--- config.mk ---
export PLATFORM = sky130hd
export DESIGN_NAME = rf_operand_fetch
export DESIGN_NICKNAME = d
export VERILOG_FILES = /design/src/rtl/rf_operand_fetch.sv
export SDC_FILE = /design/constraint.sdc
export NUM_CORES = 1
export LEC_CHECK = 0
export ABC_CLOCK_PERIOD_IN_PS = 2650
export CORE_AREA = 2 2 95 97
export DETAILED_ROUTE_END_ITERATION = 6
export DIE_AREA = 0 0 97 99
export PLACE_DENSITY = 0.91
export SYNTH_ARGS = -nofsm -noshare
export SYNTH_HDL_FRONTEND = slang
export SYNTH_SLANG_ARGS = --single-unit
--- constraint.sdc ---
create_clock -name clk -period 2.65 [get_ports clk]
set_input_delay 0.53 -clock clk [delete_from_list [all_inputs] [get_ports clk]]
set_output_delay 0.53 -clock clk [all_outputs]
set_load 0.05 [all_outputs]
--- src/rtl/rf_operand_fetch.sv ---
// Operand fetch controller in front of a 16x16 dual-read register file with one-cycle reads.
// Launches both reads on acceptance and holds forwarded operands until downstream consumes them.
module rf_operand_fetch #(
    parameter int unsigned ADDR_W  = 4,
    parameter int unsigned DATA_W  = 16,
    parameter logic [1:0]  REGW_WR = 2'b01,
    parameter logic [1:0]  REGW_RD = 2'b00
) (
    input  logic              clk,
    input  logic              rst_n,
    input  logic              in_valid,
    output logic              in_ready,
    input  logic [ADDR_W-1:0] in_sr1,
    input  logic [ADDR_W-1:0] in_sr2,
    input  logic [ADDR_W-1:0] in_dr,
    input  logic              wb_valid,
    input  logic [ADDR_W-1:0] wb_dr,
    input  logic [DATA_W-1:0] wb_data,
    output logic [1:0]        rf_regw,
    output logic [ADDR_W-1:0] rf_dr,
    output logic [DATA_W-1:0] rf_wdata,
    output logic [ADDR_W-1:0] rf_sr1,
    output logic [ADDR_W-1:0] rf_sr2,
    input  logic [DATA_W-1:0] rf_sr1_data,
    input  logic [DATA_W-1:0] rf_sr2_data,
    output logic              out_valid,
    input  logic              out_ready,
    output logic [DATA_W-1:0] out_op1,
    output logic [DATA_W-1:0] out_op2,
    output logic [ADDR_W-1:0] out_dr
);

    typedef enum logic [1:0] {StIdle, StRead, StHold} state_e;

    state_e              state_q, state_d;
    logic [ADDR_W-1:0]   sr1_q, sr1_d, sr2_q, sr2_d, dr_q, dr_d;
    logic                fwd1_q, fwd1_d, fwd2_q, fwd2_d;
    logic [DATA_W-1:0]   fwd1_data_q, fwd1_data_d, fwd2_data_q, fwd2_data_d;
    logic                out_valid_q, out_valid_d;
    logic [DATA_W-1:0]   out_op1_q, out_op1_d, out_op2_q, out_op2_d;
    logic [ADDR_W-1:0]   out_dr_q, out_dr_d;

    logic accept;
    logic hit1, hit2;

    assign in_ready = (state_q == StIdle) || ((state_q == StHold) && out_ready);
    assign accept   = in_valid && in_ready;

    // Write port is a pure pass-through; held inactive while in reset.
    assign rf_regw  = (rst_n && wb_valid) ? REGW_WR : REGW_RD;
    assign rf_dr    = wb_dr;
    assign rf_wdata = wb_data;

    // Present new addresses at the acceptance edge so data arrives one cycle later.
    assign rf_sr1 = in_ready ? in_sr1 : sr1_q;
    assign rf_sr2 = in_ready ? in_sr2 : sr2_q;

    assign hit1 = wb_valid && (wb_dr == sr1_q);
    assign hit2 = wb_valid && (wb_dr == sr2_q);

    assign out_valid = out_valid_q;
    assign out_op1   = out_op1_q;
    assign out_op2   = out_op2_q;
    assign out_dr    = out_dr_q;

    always_comb begin
        state_d     = state_q;
        sr1_d       = sr1_q;
        sr2_d       = sr2_q;
        dr_d        = dr_q;
        fwd1_d      = fwd1_q;
        fwd2_d      = fwd2_q;
        fwd1_data_d = fwd1_data_q;
        fwd2_data_d = fwd2_data_q;
        out_valid_d = out_valid_q;
        out_op1_d   = out_op1_q;
        out_op2_d   = out_op2_q;
        out_dr_d    = out_dr_q;

        unique case (state_q)
            StIdle: begin
                if (in_valid) state_d = StRead;
            end
            StRead: begin
                // Newest write wins, then the write seen at acceptance, then the file.
                out_op1_d   = hit1 ? wb_data : (fwd1_q ? fwd1_data_q : rf_sr1_data);
                out_op2_d   = hit2 ? wb_data : (fwd2_q ? fwd2_data_q : rf_sr2_data);
                out_dr_d    = dr_q;
                out_valid_d = 1'b1;
                state_d     = StHold;
            end
            StHold: begin
                if (out_ready) begin
                    out_valid_d = 1'b0;
                    state_d     = in_valid ? StRead : StIdle;
                end else begin
                    if (hit1) out_op1_d = wb_data;
                    if (hit2) out_op2_d = wb_data;
                end
            end
            default: state_d = StIdle;
        endcase

        if (accept) begin
            sr1_d       = in_sr1;
            sr2_d       = in_sr2;
            dr_d        = in_dr;
            // The file returns the pre-write value for a same-edge write.
            fwd1_d      = wb_valid && (wb_dr == in_sr1);
            fwd2_d      = wb_valid && (wb_dr == in_sr2);
            fwd1_data_d = wb_data;
            fwd2_data_d = wb_data;
        end
    end

    always_ff @(posedge clk or negedge rst_n) begin
        if (!rst_n) begin
            state_q     <= StIdle;
            sr1_q       <= '0;
            sr2_q       <= '0;
            dr_q        <= '0;
            fwd1_q      <= 1'b0;
            fwd2_q      <= 1'b0;
            fwd1_data_q <= '0;
            fwd2_data_q <= '0;
            out_valid_q <= 1'b0;
            out_op1_q   <= '0;
            out_op2_q   <= '0;
            out_dr_q    <= '0;
        end else begin
            state_q     <= state_d;
            sr1_q       <= sr1_d;
            sr2_q       <= sr2_d;
            dr_q        <= dr_d;
            fwd1_q      <= fwd1_d;
            fwd2_q      <= fwd2_d;
            fwd1_data_q <= fwd1_data_d;
            fwd2_data_q <= fwd2_data_d;
            out_valid_q <= out_valid_d;
            out_op1_q   <= out_op1_d;
            out_op2_q   <= out_op2_d;
            out_dr_q    <= out_dr_d;
        end
    end

endmodule

* Word level (Yosys, flattened, before mapping) *
Index checks and enable logic that the tools add are counted.

word-level totals
  bits in registers = 69
  output and inout bits = 68
  input port bits = 69
  word-level logic and storage cells = 55

operators by class
  multiplexer cells = 19
  equal/unequal tests = 11
  reduce and logical (&&, ||, !) cells = 14

operators by type and width
  kind                                           number
  2-to-1 mux 16 bit                              8
  case mux 16 bit (2 select lines)               2
  == test 4 bit                                  4
  inequality test 2 bit, second input constant   5
  2-to-1 mux 4 bit                               2
  logical AND 1 bit                              7
  case mux 2 bit (3 select lines)                1
  AND reduction 3 bit                            2
  2-to-1 mux 2 bit                               2
  AND reduction 2 bit                            2
  2-to-1 mux 1 bit                               3
  == test 2 x 1 -> 1 bit, second input constant  1
  == test 2 bit, second input constant           1
  logical NOT 2 bit                              1
  case mux 1 bit (2 select lines)                1
  nonzero test 2 bit                             1
  logical OR 1 bit                               1

* Longest topological paths before layout *
  depth in word-level cells = 5
  gate-level depth with buffers = 9
  mapped depth without buffers = 6

* Worst setup path after synthesis *
OpenSTA, ideal clock, no wires.

  path kind = register to output
  from = reg state_q[0]
  to = out rf_sr1[0]
  setup slack = 593 ps
  data arrival time = 1527 ps
  buffers on the path = 0
  stages on the path, launching flop included = 5
  data required time = 2120 ps
  cells stage by stage = dfrtp_1 > inv_1 > ha_1 > a21oi_2 > mux2_2

between the ends
  word-level cells in the longest chain between the ends = 4
  elaborated cells on any way between the ends = 5
  those cells by class = eq/ne: 1; mux: 1; reduce/logical: 3

RTL lines
  element                 RTL line  RTL
  from (decl)             35        state_e state_q, state_d;
  from (signal assigned)  118       state_q <= StIdle;
  from (signal assigned)  131       state_q <= state_d;
  == test 2 bit           46        assign in_ready = (state_q == StIdle) || ((state_q == StHold) && out_ready);
  logical AND 1 bit       46
  logical OR 1 bit (*)    46
  2-to-1 mux 4 bit (*)    55        assign rf_sr1 = in_ready ? in_sr1 : sr1_q;
  to (decl)               22        output logic [ADDR_W-1:0] rf_sr1,

Mark *: on every way between the ends. The rest lies on a longest branch, timed or not.

* Worst setup path in the final report *
Ends and elaborated chain as after synthesis.

==> results.ini <==
[routing]
routedWlPerCell_um=19.3
avgViaCountPerCell=5.78
drcViolationCount=0
wl_um=10700
drt-pass1-iter-count=4
ant_nets=0
vias=3221
drtIter0Drc=178

[logic_synthesis]
synthSimpleGateAreaFrac=0.0723
syn_area_um2=3770
synth_flop_cell=dfrtp_1
yosys.area_share.xor_xnor=0.0371
muxShareOfSynthArea=0.207
async_flop_share=1.00
ys_ff_latch=69
yosys_warnings=0
syn-instance-count=322
synth_area_per_cell_um2=11.7
synth_top_family_by_area=multiplexers
synth_edf_count=0
seq_area_frac_synth=0.457
synth_compound_area_frac=0.133
ys_types=32
synth_nets=395
synthAdderAreaFrac=0.0133

[critical_path]
path_delay_family=buffers and inverters
worst-path-buf-inv=3
crit_slowest_cell=dfrtp_1
cp.arrival_ns=1.98
cp_common_cell=buf_4
path_class=register to primary output
critical_path.cell_chain=inv_1 -> ha_1 -> a21oi_2 -> buf_4 -> mux2_2 -> buf_4
cpPeakStageDelay_ns=0.39
cp_max_fo=9
rrSetupSlack_ns=0.51
r2r-start=state_q[0]$_DFFE_PN0P_
cp.required_ns=2.12
cp-start-kind=register
end_kind=primary output
worstSetupStartpoint=state_q[0]$_DFFE_PN0P_

[sta]
max_freq_mhz=399
hold_viol=0
setup_tns_ns=0
worst_pin_slew_ns=1.02
fin_crit_sh=0.947
relSlewSlack=0.318
fin_crit_ns=2.51
hold_ws_ns=0.423
rsz0062_at_grt=false
fin_skew_ns=0.0114
final_max_slew_viol_count=0
setup_violations=0

[power]
pwr-share-comb=0.581
power.sequential.fraction=0.273
p_leak_nw=2.18
ir_drop_mv=0.800
power.switching_w=0.00335
switching_share=0.461
cellPowerDensity_nw_per_um2=1360
p_int_w=0.00391
clkPwrFrac=0.146
total_power_w=0.00725

[die]
die_area_um2=9600
dieHeight_um=99
rows=34
ios=137
core_area_um2=8550
die-width_um=97
initial_core_util=0.441

[flow_run]
maxCapViolations=0

[global_routing]
antenna_found_initial=0
grt_pass1_wl_um=17300
gr-total-overflow=0
grt_use_total=0.226
grt_max_degree=70
grt_pass1_vias=3488

[final_layout]
finalNonFillerCells=557
antenna-diode-count=0
drive_gt1_frac=0.252
final_nets=517
n_fill_cell=661
synthToLayoutAreaGrowth_pct=41.8
fin_util=0.626

[placement]
dp_cells=541
numPortBuffers=135
place_congestion=0.787
dp_hpwl_um=7810

[cts]
clock-sinks=69
post_cts_buffers=0
cts_buffer_depth=2
insertion_delay_ns=0.34
postCtsResizedCells=0
ctsHoldBuffers=0
numCtsBuffers=9
cts_tree=yes
cts-root-buf=clkbuf_8
clk_pin_slew_ns=0.08
htree_levels=3

[hold_path]
hold_path_class=input port to async pin

[outcome]
status=finished, final reports clean

-- logic make-up (layout without fill, tap and decap cells) --
group	after synthesis	after routing
compound gates	57	57
xor+xnor	16	16
fa+ha+maj	4	4
buf+inv	51	178
flops	69	69
mux	73	73
other cells	1	1
simple gates	51	51
-- power groups by stage --
stage | clock network, W | registers, W | logic [W]
2_1_floorplan | 0 | 0.00284 | 0.00196
3_3_place_gp | 0 | 0.00195 | 0.00406
3_5_place_dp | 0 | 0.00199 | 0.00421
4_1_cts | 0.00108 | 0.00197 | 0.00423
5_1_grt | 0.00112 | 0.00203 | 0.00443
6_report | 0.00106 | 0.00198 | 0.00421
-- cells in the mapped netlist, types with 2 or more instances --
cell | n | area, um2
xor2_1 | 14 | 123
nand2_1 | 20 | 75.1
dfrtp_1 | 69 | 1730
o21ai_0 | 3 | 15.0
nor3_1 | 2 | 10.0
nor4_4 | 2 | 42.5
and2_1 | 3 | 18.8
buf_2 | 9 | 45.0
a221o_1 | 16 | 160
and3_1 | 2 | 12.5
mux2_2 | 41 | 462
nand3_1 | 18 | 90.1
a211oi_1 | 16 | 120
mux2i_1 | 32 | 320
o221ai_1 | 16 | 140
clkbuf_1 | 12 | 45.0
ha_1 | 4 | 50.1
inv_1 | 7 | 26.3
xnor2_1 | 2 | 17.5
o22ai_1 | 2 | 12.5
buf_4 | 21 | 158
-- cell usage in the layout, fill, tap and decap left out, types with 7 or more instances in the layout --
cell	synthesis	final
a211oi_1	16	16
a221o_1	16	16
buf_4	21	48
clkbuf_8	0	10
clkdlybuf4s50_1	0	104
dfrtp_1	69	69
inv_1	7	7
mux2_2	41	41
mux2i_1	32	32
nand2_1	20	20
nand3_1	18	18
o221ai_1	16	16
xor2_1	14	14
-- path summary, 6_finish.rpt --
path,end,depth (start not counted)
max,rf_sr1[0],6
min,out_op2[2]$_DFFE_PN0P_,2
max reg2reg,out_op1[10]$_DFFE_PN0P_,5
min in group clk,out_dr[1]$_DFFE_PN0P_,1
max in group asynchronous,out_op1[10]$_DFFE_PN0P_,2
min reg2reg,out_dr[1]$_DFFE_PN0P_,1
-- stage by stage --
step,setup slack [ns],area (um2)
4_1_cts,0.128,5350
3_5_place_dp,0.0522,5100
5_1_grt,0.0691,5350
6_report,0.141,5350
3_3_place_gp,0.151,5100
2_1_floorplan,0.593,3770
-- layout make-up --
class,count,area (um2),area share
multi-input combinational,202,1750,0.328
sequential,69,1730,0.323
timing repair buffer,155,1460,0.273
clock buffer,11,141,0.0264
tap,108,135,0.0253
clock inverter,5,108,0.0201
inverter,7,26.3,0.00491
-- state kept, by name, indices dropped and copies added, names as in the netlist --
name and count:
sr1_q 4, fwd2_data_q 16, sr2_q 4, out_valid 1, out_op1 16, out_op2 16
fwd2_q 1, state_q 2, dr_q 4, fwd1_q 1, out_dr 4
-- metal layers --
layer,up-vias,wire [um],global-route usage
li1,1427,-,-
met1,1603,4050,0.253
met2,165,5600,0.404
met3,26,829,0.0546
met4,0,263,0.109
met5,-,0,0
Note: power is estimated with default switching activity, not from simulation.
